<file path="config.mk">
export PLATFORM = sky130hd
export DESIGN_NAME = unidade_execucao
export DESIGN_NICKNAME = d
export VERILOG_FILES = /design/src/rtl/unidade_execucao.sv
export SDC_FILE = /design/constraint.sdc
export NUM_CORES = 1
export LEC_CHECK = 0
export BUFFER_PORTS_ARGS = -buffer_cell sky130_fd_sc_hd__buf_2
export CAP_MARGIN = 20
export CORE_MARGIN = 2
export CORE_UTILIZATION = 30
export DETAILED_ROUTE_END_ITERATION = 10
export SLEW_MARGIN = 10
export SYNTH_ARGS = -nofsm -noshare
export SYNTH_HDL_FRONTEND = slang
export SYNTH_SLANG_ARGS = --single-unit
</file>
<file path="constraint.sdc">
create_clock -name Clock_in -period 4.37 [get_ports Clock_in]
set_clock_uncertainty 0.05 [all_clocks]
set_input_delay 1.0925 -clock Clock_in [delete_from_list [all_inputs] [get_ports Clock_in]]
set_output_delay 1.0925 -clock Clock_in [all_outputs]
set_load 0.1 [all_outputs]
</file>
<file path="src/rtl/unidade_execucao.sv">
// unidade_execucao: execution stage behind the register bank.
// Accepts one operation per Start when idle, computes it (one cycle for the
// ALU ops, 32 shift-add iterations for MUL) and presents the result on the
// bank write-back port with a one-cycle write strobe.
module unidade_execucao #(
  parameter int WIDTH      = 32,
  parameter int ADDR_WIDTH = 4
) (
  input  logic                  Clock_in,
  input  logic                  Signal_reset,
  input  logic                  Start,
  input  logic [2:0]            Opcode,
  input  logic [WIDTH-1:0]      Operand_1,
  input  logic [WIDTH-1:0]      Operand_2,
  input  logic [ADDR_WIDTH-1:0] Dest_address,
  output logic                  Busy,
  output logic [WIDTH-1:0]      Data_to_write,
  output logic [ADDR_WIDTH-1:0] Address_to_write,
  output logic                  Signal_write,
  output logic                  Flag_zero
);

  localparam int CNT_W = $clog2(WIDTH);
  localparam logic [CNT_W-1:0] CNT_LAST = CNT_W'(WIDTH - 1);

  localparam logic [2:0] OP_ADD = 3'b000;
  localparam logic [2:0] OP_SUB = 3'b001;
  localparam logic [2:0] OP_AND = 3'b010;
  localparam logic [2:0] OP_OR  = 3'b011;
  localparam logic [2:0] OP_XOR = 3'b100;
  localparam logic [2:0] OP_SLT = 3'b101;
  localparam logic [2:0] OP_MUL = 3'b110;
  localparam logic [2:0] OP_SHL = 3'b111;

  typedef enum logic [1:0] {
    ST_IDLE = 2'b00,
    ST_EXEC = 2'b01,
    ST_MUL  = 2'b10,
    ST_WB   = 2'b11
  } state_t;

  state_t                  state_r;
  state_t                  state_s;
  logic [2:0]              op_r;
  // a_r doubles as the multiplicand and b_r as the multiplier during MUL
  logic [WIDTH-1:0]        a_r;
  logic [WIDTH-1:0]        b_r;
  logic [WIDTH-1:0]        acc_r;
  logic [CNT_W-1:0]        cnt_r;
  logic [ADDR_WIDTH-1:0]   dest_r;
  logic                    busy_r;
  logic                    we_r;
  logic [WIDTH-1:0]        data_r;
  logic [ADDR_WIDTH-1:0]   addr_r;
  logic                    zero_r;
  logic [WIDTH-1:0]        alu_s;
  logic [WIDTH-1:0]        partial_s;
  logic                    slt_s;

  assign Busy             = busy_r;
  assign Signal_write     = we_r;
  assign Data_to_write    = data_r;
  assign Address_to_write = addr_r;
  assign Flag_zero        = zero_r;

  // Next-state selection for the issue / execute / multiply / write-back FSM.
  always_comb begin
    state_s = state_r;
    case (state_r)
      ST_IDLE: begin
        if (Start) begin
          if (Opcode == OP_MUL) begin
            state_s = ST_MUL;
          end else begin
            state_s = ST_EXEC;
          end
        end else begin
          state_s = ST_IDLE;
        end
      end
      ST_EXEC: state_s = ST_WB;
      ST_MUL: begin
        if (cnt_r == CNT_LAST) begin
          state_s = ST_WB;
        end else begin
          state_s = ST_MUL;
        end
      end
      ST_WB:   state_s = ST_IDLE;
      default: state_s = ST_IDLE;
    endcase
  end

  // Single-cycle ALU result from the latched operands.
  always_comb begin
    alu_s = {WIDTH{1'b0}};
    slt_s = ($signed(a_r) < $signed(b_r));
    case (op_r)
      OP_ADD:  alu_s = a_r + b_r;
      OP_SUB:  alu_s = a_r - b_r;
      OP_AND:  alu_s = a_r & b_r;
      OP_OR:   alu_s = a_r | b_r;
      OP_XOR:  alu_s = a_r ^ b_r;
      OP_SLT:  alu_s = {{(WIDTH-1){1'b0}}, slt_s};
      OP_SHL:  alu_s = a_r << b_r[CNT_W-1:0];
      default: alu_s = {WIDTH{1'b0}};
    endcase
  end

  // One shift-add step: add the multiplicand when the multiplier LSB is set.
  always_comb begin
    if (b_r[0]) begin
      partial_s = acc_r + a_r;
    end else begin
      partial_s = acc_r;
    end
  end

  // FSM state register and the Busy flag derived from the next state.
  always_ff @(posedge Clock_in or negedge Signal_reset) begin
    if (!Signal_reset) begin
      state_r <= ST_IDLE;
      busy_r  <= 1'b0;
    end else begin
      state_r <= state_s;
      busy_r  <= (state_s != ST_IDLE);
    end
  end

  // Operand latching at issue and the iterative multiplier datapath.
  always_ff @(posedge Clock_in or negedge Signal_reset) begin
    if (!Signal_reset) begin
      op_r   <= 3'b000;
      a_r    <= {WIDTH{1'b0}};
      b_r    <= {WIDTH{1'b0}};
      acc_r  <= {WIDTH{1'b0}};
      cnt_r  <= {CNT_W{1'b0}};
      dest_r <= {ADDR_WIDTH{1'b0}};
    end else begin
      case (state_r)
        ST_IDLE: begin
          if (Start) begin
            op_r   <= Opcode;
            a_r    <= Operand_1;
            b_r    <= Operand_2;
            dest_r <= Dest_address;
            acc_r  <= {WIDTH{1'b0}};
            cnt_r  <= {CNT_W{1'b0}};
          end
        end
        ST_MUL: begin
          acc_r <= partial_s;
          a_r   <= a_r << 1;
          b_r   <= b_r >> 1;
          cnt_r <= cnt_r + {{(CNT_W-1){1'b0}}, 1'b1};
        end
        default: begin
          cnt_r <= cnt_r;
        end
      endcase
    end
  end

  // Registered write-back port; values hold between strobes.
  always_ff @(posedge Clock_in or negedge Signal_reset) begin
    if (!Signal_reset) begin
      we_r   <= 1'b0;
      data_r <= {WIDTH{1'b0}};
      addr_r <= {ADDR_WIDTH{1'b0}};
      zero_r <= 1'b0;
    end else begin
      we_r <= 1'b0;
      case (state_r)
        ST_EXEC: begin
          we_r   <= 1'b1;
          data_r <= alu_s;
          addr_r <= dest_r;
          zero_r <= (alu_s == {WIDTH{1'b0}});
        end
        ST_MUL: begin
          if (cnt_r == CNT_LAST) begin
            we_r   <= 1'b1;
            data_r <= partial_s;
            addr_r <= dest_r;
            zero_r <= (partial_s == {WIDTH{1'b0}});
          end
        end
        default: begin
          we_r <= 1'b0;
        end
      endcase
    end
  end

endmodule
</file>
==> results of run 1 <==
how the worst max path moves through the flow:
stage,from,end,slack [ps]
floorplan,b_r[2],Flag_zero,570
global placement,b_r[4],Flag_zero,-90
detailed placement,b_r[4],Flag_zero,-50
CTS,a_r[0],Flag_zero,50
global route,a_r[0],Flag_zero,20
finish,a_r[15],Flag_zero,160
critical path: cells and delay by family (launching register included):
kind / cells / cell delay, ps
AO/OA/AOI/OAI: 5 / 1420
AND/OR/NAND/NOR: 6 / 1190
buffers and inverters: 3 / 550
flip-flops: 1 / 470
adder cells (fa/ha/maj): 1 / 450
logic make-up after synthesis:
family / Yosys count
compound gates: 660
xor+xnor: 32
fa+ha+maj: 153
buf+inv: 251
flops: 149
mux: 176
simple gates: 648
cell usage after synthesis, types with 7 or more instances:
master / number / area, sq um
nor2b_1: 25 / 156
clkbuf_1: 89 / 334
buf_2: 22 / 110
o21bai_1: 12 / 90.1
o21a_1: 12 / 90.1
mux2_2: 34 / 383
nand2_1: 267 / 1000
o21ai_0: 205 / 1030
nor3_1: 32 / 160
o211ai_1: 33 / 248
a21oi_1: 110 / 551
a31oi_1: 13 / 81.3
a211oi_1: 40 / 300
nor2_1: 135 / 507
o221ai_1: 13 / 114
o211a_1: 7 / 70.1
xnor2_1: 20 / 175
or2_2: 8 / 50.1
xor2_1: 12 / 105
nand2b_1: 27 / 169
a22o_1: 12 / 105
and3_1: 16 / 100
a211o_1: 13 / 114
ha_1: 150 / 1880
or4_1: 7 / 52.6
mux4_2: 21 / 473
o31ai_1: 19 / 143
and2_1: 16 / 100
nor4_1: 23 / 144
a21o_1: 43 / 323
buf_1: 22 / 82.6
a221oi_1: 19 / 166
nand4_1: 22 / 138
o22ai_1: 16 / 100
mux2i_1: 121 / 1210
inv_1: 108 / 405
nand3_1: 40 / 200
dfrtp_1: 149 / 3730
cell type report:
type	instances	area [sq um]
fillers	5596	34800
multi-input cells	1669	11800
flip-flops and latches	149	3730
repair buffers	268	1790
well taps	696	871
clock buffers	20	457
inverters	112	420
clock inverters	10	100
registers in the layout, indices dropped and copies added, names as in the netlist, 2 cells and up:
name,count
acc_r,32
Data_to_write,32
dest_r,4
b_r,32
a_r,32
op_r,3
cnt_r,5
Address_to_write,4
state_r,2
stage by stage:
| stage | hold WS (ps) | setup WS, ps | std cells |
|---|---|---|---|
| 4_1_cts | 432 | 47.2 | 2924 |
| 3_3_place_gp | 411 | -89.1 | 2894 |
| 2_1_floorplan | 395 | 566 | 2069 |
| 5_1_grt | 450 | 21.9 | 2924 |
| 3_5_place_dp | 417 | -52.0 | 2894 |
| 6_report | 429 | 158 | 2924 |
repair_timing:
| action | in CTS | in global routing |
|---|---|---|
| setup endpoints to repair | 1 | 2 |
| endpoints found under the hold margin | 0 | 0 |
| resized for setup | 1 | 13 |
layer usage:
layer / up-vias / track usage (%)
met2: 845 / 41.4
li1: 7892 / -
met5: - / 0
met3: 203 / 4.21
met1: 8470 / 33.8
met4: 0 / 15.9
==> flow_metrics.env, run 1 <==
export IMPL_synth_top_flop_cell="dfrtp_1"
export IMPL_track_usage_pct=26.3
export IMPL_crit_type="reg -> reg"
export IMPL_routedWlPerCell_um=25.7
export IMPL_ys_seq_area_share_pct=22.7
export IMPL_synth_warnings=0
export IMPL_dpl_hpwl_um=58900
export IMPL_tightest_slew_ps=1070
export IMPL_wl_met1_um=31300
export IMPL_grt_antenna_before_repair=0
export IMPL_clock_path_buffers=2
export IMPL_hold_end="Data_to_write[7]"
export IMPL_r2r_start="a_r[15]"
export IMPL_dr_wl_met2_um=33100
export IMPL_worstPathArrival_ps=4580
export IMPL_crit_chain="inv_1, ha_1, buf_4, nor4_1, a21boi_0, nor2_1, a221oi_1, a22o_1, a32o_1, nand4_1, nor4_2, buf_4, and4_1, nand3_1, o211ai_2"
export IMPL_first_pass_iters=5
export IMPL_hold_depth=2
export IMPL_clk_latency_ps=490
export IMPL_yosysUniqueCellTypes=86
export IMPL_drive_gt1_share_pct=17.7
export IMPL_cts_sinks=149
export IMPL_synth_avg_cell_area_sq_um=7.93
export IMPL_synthAdderAreaFrac_pct=11.8
export IMPL_final_common_cell="nand2_1"
export IMPL_crit_fanout=10
export IMPL_rows=85
export IMPL_highest_layer="met4"
export IMPL_slew_viol_final=0
export IMPL_hp_start="Data_to_write[7]"
export IMPL_crit_slowest_cell="a21boi_0"
export IMPL_drtIter0Drc=2029
export IMPL_min_period_over_period_pct=96.4
export IMPL_grt_pass1_vias=16900
export IMPL_yosys_area_share_simple_pct=18.4
export IMPL_root_buffer="clkbuf_16"
export IMPL_most_common_layout_cells="nand2_1, o21ai_0, buf_4"
export IMPL_io_pins=113
export IMPL_drc=0
export IMPL_ys_seq_elements=149
export IMPL_critPathMaxStageDelay_ps=570
export IMPL_tritoncts="done"
export IMPL_netlist_instances=2069
export IMPL_wirelength_um=75000
export IMPL_vias=17400
export IMPL_routabilityCongestion=1.05
export IMPL_synth_edf_count=0
export IMPL_synth_compound_area_share_pct=26.7
export IMPL_reg2reg_depth=15
export IMPL_hp_class="reg -> reg"
export IMPL_maxCapViolations=0
export IMPL_vias_per_cell=5.95
export IMPL_timing_fmax_ghz=0.237
export IMPL_reg2reg_slack_ps=160
export IMPL_rsz0062_at_grt="no"
export IMPL_synth_top_family_by_area="compound AO/OA/AOI/OAI gates"
export IMPL_grt_max_degree=75
export IMPL_ys_async_sr_fraction_pct=100
export IMPL_synthMuxAreaShare_pct=12.6
export IMPL_cts_buffers_inserted=17
export IMPL_post_cts_setup_buffer_count=0
export IMPL_fin_util_pct=35.5
export IMPL_path_clk_slew_ps=80
export IMPL_fin_tns_setup_ps=0
export IMPL_finalHoldViolations=0
export IMPL_fp_dieArea_sq_um=56600
export IMPL_dieHeight_um=238
export IMPL_grt_overflow_total=0
export IMPL_port_buffers=112
export IMPL_slew_headroom_pct=28.4
export IMPL_status="finished clean"
export IMPL_min_period_ps=4210
export IMPL_critPathLaunchType="register"
export IMPL_postRouteAntennaNets=0
export IMPL_num_antenna_cells=0
export IMPL_dieWidth_um=238
export IMPL_syn_nets=2296
export IMPL_hold_buffers=0
export IMPL_syn_to_final_growth_pct=16.8
export IMPL_nets=2444
export IMPL_crit_top_cell="buf_4"
export IMPL_endpoint_kind="register"
export IMPL_htreeDepth=4
export IMPL_met3_length_um=5570
export IMPL_design_area_sq_um=19200
export IMPL_place_area_sq_um=18500
export IMPL_core_sq_um=53900
export IMPL_synth_area_sq_um=16400
export IMPL_synth_xor_area_share_pct=1.71
export IMPL_setup_viol=0
export IMPL_r2r_end="Flag_zero"
export IMPL_start_util_pct=30.4
export IMPL_grt_first_pass_wirelength_um=111000
export IMPL_crit_required_ps=4740
Power of run 1 is not shown: default switching activity piles up to over one toggle a cycle in this logic, so the estimate is an artifact.
==> inputs of run 2 (changes only) <==
- CORE_UTILIZATION: 30 -> 46
==> run 2 against run 1 <==
  * Sequential share of layout area is 0.21 points higher
  * Highest routed layer is now met5
  * Register-to-register slack worse by 20 ps
  * Via count is 0.75% lower
  * Critical endpoint unchanged
  * Routed wire length is 4.0% lower
  * Clock-buffer cell count is 3 lower
  * Die area is 34% lower
  * First-iteration DRC count is 20% lower
  * Cell area is 1.1% lower
  * Critical path type unchanged
  * Core utilization is 18 points higher
==> flow_metrics.env, run 2 (synthesis gave the netlist of run 1 again) <==
export IMPL_rows=69
export IMPL_dieHeight_um=193
export IMPL_maxCapViolations=0
export IMPL_crit_path_start="a_r[4]"
export IMPL_num_antenna_cells=0
export IMPL_min_period_ps=4230
export IMPL_pre_cts_ws_ps=-111
export IMPL_first_pass_iters=6
export IMPL_routedWlPerCell_um=26.8
export IMPL_grt_overflow_total=0
export IMPL_clock_path_buffers=2
export IMPL_tightest_slew_ps=1040
export IMPL_status="finished clean"
export IMPL_fin_tns_setup_ps=0
export IMPL_clk_latency_ps=470
export IMPL_nets=2441
export IMPL_grt_antenna_before_repair=4
export IMPL_multi_input_area_sq_um=11800
export IMPL_drc=0
export IMPL_slew_headroom_pct=29.8
export IMPL_hold_buffers=0
export IMPL_grt_max_degree=85
export IMPL_reg2reg_slack_ps=140
export IMPL_r2r_end="Flag_zero"
export IMPL_dieWidth_um=193
export IMPL_root_buffer="clkbuf_16"
export IMPL_hp_class="reg -> reg"
export IMPL_postRouteAntennaNets=0
export IMPL_drive_gt1_share_pct=17.9
export IMPL_crit_end="Flag_zero"
export IMPL_dpl_hpwl_um=55700
export IMPL_setup_viol=0
export IMPL_crit_fanout=8
export IMPL_syn_to_final_growth_pct=15.5
export IMPL_slew_viol_final=0
export IMPL_grt_first_pass_wirelength_um=105000
export IMPL_critPathLaunchType="register"
export IMPL_routabilityCongestion=1.03
export IMPL_cts_buffers_inserted=17
export IMPL_drtIter0Drc=1631
export IMPL_vias=17300
export IMPL_start_util_pct=46.5
export IMPL_crit_type="reg -> reg"
export IMPL_hold_depth=2
export IMPL_vias_per_cell=6.43
export IMPL_r2r_start="a_r[4]"
export IMPL_fp_dieArea_sq_um=37200
export IMPL_finalHoldViolations=0
export IMPL_hp_start="Data_to_write[21]"
export IMPL_finalWorstSetupSlack_ps=139
export IMPL_crit_required_ps=4720
export IMPL_track_usage_pct=38.9
export IMPL_reg2reg_depth=16
export IMPL_fillCellCount=3431
export IMPL_tritoncts="done"
export IMPL_grt_pass1_vias=16200
export IMPL_cts_sinks=149
export IMPL_regArea_sq_um=3730
export IMPL_timing_fmax_ghz=0.236
export IMPL_min_period_over_period_pct=96.8
export IMPL_worstPathArrival_ps=4580
export IMPL_core_sq_um=35300
export IMPL_most_common_layout_cells="nand2_1, o21ai_0, buf_4"
export IMPL_htreeDepth=4
export IMPL_endpoint_kind="register"
export IMPL_final_common_cell="nand2_1"
export IMPL_wirelength_um=72000
export IMPL_port_buffers=112
export IMPL_path_clk_slew_ps=80
export IMPL_io_pins=113
-- run 2: per-layer routing --
| layer | GRT usage (%) | part of all wire (%) | wire length [um] |
|---|---|---|---|
| met5 | 0 | 0.015 | 11 |
| met4 | 20.0 | 5.4 | 3890 |
| met3 | 9.53 | 10 | 7200 |
| met2 | 55.4 | 41 | 29500 |
| met1 | 54.0 | 44 | 31400 |
-- run 2: metrics by stage --
step	instances	hold slack (ps)	instance area (sq um)	utilization (%)
finish	2688	426	18900	53.7
global placement	2656	408	18200	51.6
detailed placement	2656	413	18200	51.6
floorplan	2069	395	16400	-
CTS	2688	431	18900	53.4
global route	2688	457	18900	53.7
-- run 2: worst min-delay path by stage --
stage                   endpoint  slack, ps
3_5_place_dp            cnt_r[4]        410
3_3_place_gp            cnt_r[4]        410
2_1_floorplan           cnt_r[4]        400
6_report       Data_to_write[21]        430
5_1_grt        Data_to_write[21]        460
4_1_cts                 cnt_r[4]        430
-- run 2: timing repair --
| item | in CTS | in global routing |
|---|---|---|
| setup endpoints to repair | 1 | 2 |
| buffers inserted | 0 | 0 |
| gates resized for setup | 1 | 19 |
-- run 2: critical path: stages, from the launching register on --
cell and delay [ps]:
dfrtp_1 440, inv_1 70, ha_2 440, and2_2 280, nand3_1 190, buf_4 200
a21oi_1 170, xnor2_1 140, o221ai_1 200, or4_1 580, nor3_1 250, nand4_1 260
nor4_4 360, buf_4 160, and4_1 180, nand3_1 90, o211ai_2 60
-- run 2: layout make-up --
| class | instances | share of cell area, % |
|---|---|---|
| Sequential cell | 149 | 19.7 |
| Clock inverter | 15 | 1.08 |
| Tap cell | 461 | 3.04 |
| Multi-Input combinational cell | 1669 | 62.4 |
| Clock buffer | 17 | 2.24 |
| Inverter | 112 | 2.22 |
| Timing Repair Buffer | 265 | 9.32 |
Power of run 2 is left out for the same reason.
==> inputs of run 3 (changes only) <==
- CORE_MARGIN: 2 -> 5
- CTS_BUF_LIST: default -> sky130_fd_sc_hd__clkbuf_8 sky130_fd_sc_hd__clkbuf_16
==> run 3 against run 2 <==
  * Clock-buffer cell count stayed put
  * Final cell count is 0.89% lower
  * Routed wire length rose by 1.5%
  * Fmax decreased by 0.28%
  * Setup slack worse by 12 ps
  * Die area increased by 6.3%
  * Global-route usage shrank 2.5 points
  * Hold slack improved by 2.3 ps
  * Register-to-register slack about the same
  * Sequential cell count unchanged
  * Core utilization is 0.92 points lower
  * Critical endpoint unchanged
==> flow_metrics.env, run 3 (synthesis gave the netlist of run 1 again) <==
export IMPL_min_period_ps=4240
export IMPL_min_period_over_period_pct=97.1
export IMPL_grt_pass1_vias=16200
export IMPL_worstPathArrival_ps=4580
export IMPL_maxCapViolations=0
export IMPL_rows=69
export IMPL_crit_fanout=6
export IMPL_critPathLaunchType="register"
export IMPL_crit_required_ps=4710
export IMPL_grt_antenna_before_repair=4
export IMPL_io_pins=113
export IMPL_crit_type="reg -> reg"
export IMPL_clock_path_buffers=2
export IMPL_pre_cts_ws_ps=132
export IMPL_port_buffers=112
export IMPL_finalWorstSetupSlack_ps=127
export IMPL_grt_max_degree=90
export IMPL_finalHoldViolations=0
export IMPL_regArea_sq_um=3730
export IMPL_dpl_hpwl_um=56700
export IMPL_routabilityCongestion=1.05
export IMPL_slew_viol_final=0
export IMPL_cts_sinks=149
export IMPL_hold_ws_ps=428
export IMPL_tightest_slew_ps=1170
export IMPL_start_util_pct=46.3
export IMPL_met3_length_um=6100
export IMPL_most_common_layout_cells="nand2_1, o21ai_0, ha_1"
export IMPL_timing_fmax_ghz=0.236
export IMPL_multi_input_area_sq_um=11800
export IMPL_vias=17200
export IMPL_slew_headroom_pct=21.5
export IMPL_cts_buffers_inserted=17
export IMPL_wl_met1_um=32400
export IMPL_hp_class="reg -> reg"
export IMPL_path_clk_slew_ps=70
export IMPL_dieWidth_um=199
export IMPL_track_usage_pct=36.4
export IMPL_drtIter0Drc=2016
export IMPL_routedWlPerCell_um=27.4
export IMPL_drc=0
export IMPL_dr_wl_met2_um=31200
export IMPL_post_cts_setup_buffer_count=0
export IMPL_highest_layer="met5"
export IMPL_drive_gt1_share_pct=16.7
export IMPL_first_pass_iters=5
export IMPL_nets=2415
export IMPL_grt_overflow_total=0
export IMPL_status="finished clean"
export IMPL_core_sq_um=35400
export IMPL_wirelength_um=73100
export IMPL_final_common_cell="nand2_1"
export IMPL_setup_viol=0
export IMPL_vias_per_cell=6.47
export IMPL_fp_dieArea_sq_um=39500
export IMPL_root_buffer="clkbuf_16"
export IMPL_clk_latency_ps=470
export IMPL_fillCellCount=3487
export IMPL_postRouteAntennaNets=0
export IMPL_dieHeight_um=199
export IMPL_syn_to_final_growth_pct=13.8
export IMPL_htreeDepth=4
export IMPL_endpoint_kind="register"
export IMPL_grt_first_pass_wirelength_um=107000
export IMPL_tritoncts="done"
## run 3: worst paths after layout
path,startpoint,to,slack (ps),cells past startpoint
worst max-delay path,a_r[10],Flag_zero,130,16
worst min-delay path,Data_to_write[7],Data_to_write[7],430,2
worst max register to register,a_r[10],Flag_zero,130,16
worst min register to register,Data_to_write[7],Data_to_write[7],430,2
max in group asynchronous,Signal_reset,Data_to_write[25],2760,2
min in group asynchronous,Signal_reset,b_r[7],550,1
## run 3: per-stage QoR
step           setup TNS, ps  instances  util [%]  instance area (sq um)
5_1_grt                -42.6       2662      52.7                  18700
4_1_cts                    0       2662      52.6                  18600
3_5_place_dp               0       2630      50.9                  18000
3_3_place_gp               0       2630      50.9                  18000
2_1_floorplan              0       2069         -                  16400
6_report                   0       2664      52.7                  18700
## run 3: layout make-up
cell class	count	share of cell area, %
sequential	149	20.0
clock inverter	15	0.864
timing repair buffer	239	8.41
clock buffer	17	2.28
multi-input combinational	1669	63.1
inverter	112	2.25
antenna	2	0.0268
tap	461	3.09
## run 3: metal layers
metal  global-route usage [%]  up-vias
li1                         -     7849
met2                     54.6      867
met4                     14.8        2
met3                     5.86      134
met5                        0        -
met1                     52.3     8392
## run 3: what timing repair did
action	CTS	global route
resized for setup	0	10
setup endpoints to repair	0	1
hold buffers	0	0
endpoints found under the hold margin	0	0
## run 3: worst max-delay path, stage by stage, from the launching register on
cell	delay [ps]
dfrtp_1	390
inv_1	190
ha_1	350
or4_1	580
nand2b_1	180
a21oi_1	240
nor3_2	130
a2bb2oi_1	430
nor3_1	110
nor4_1	380
buf_4	180
nand3_1	80
nor4_2	320
buf_4	190
and4_1	180
nand3_1	100
o211ai_2	70
Power of run 3 is left out for the same reason.
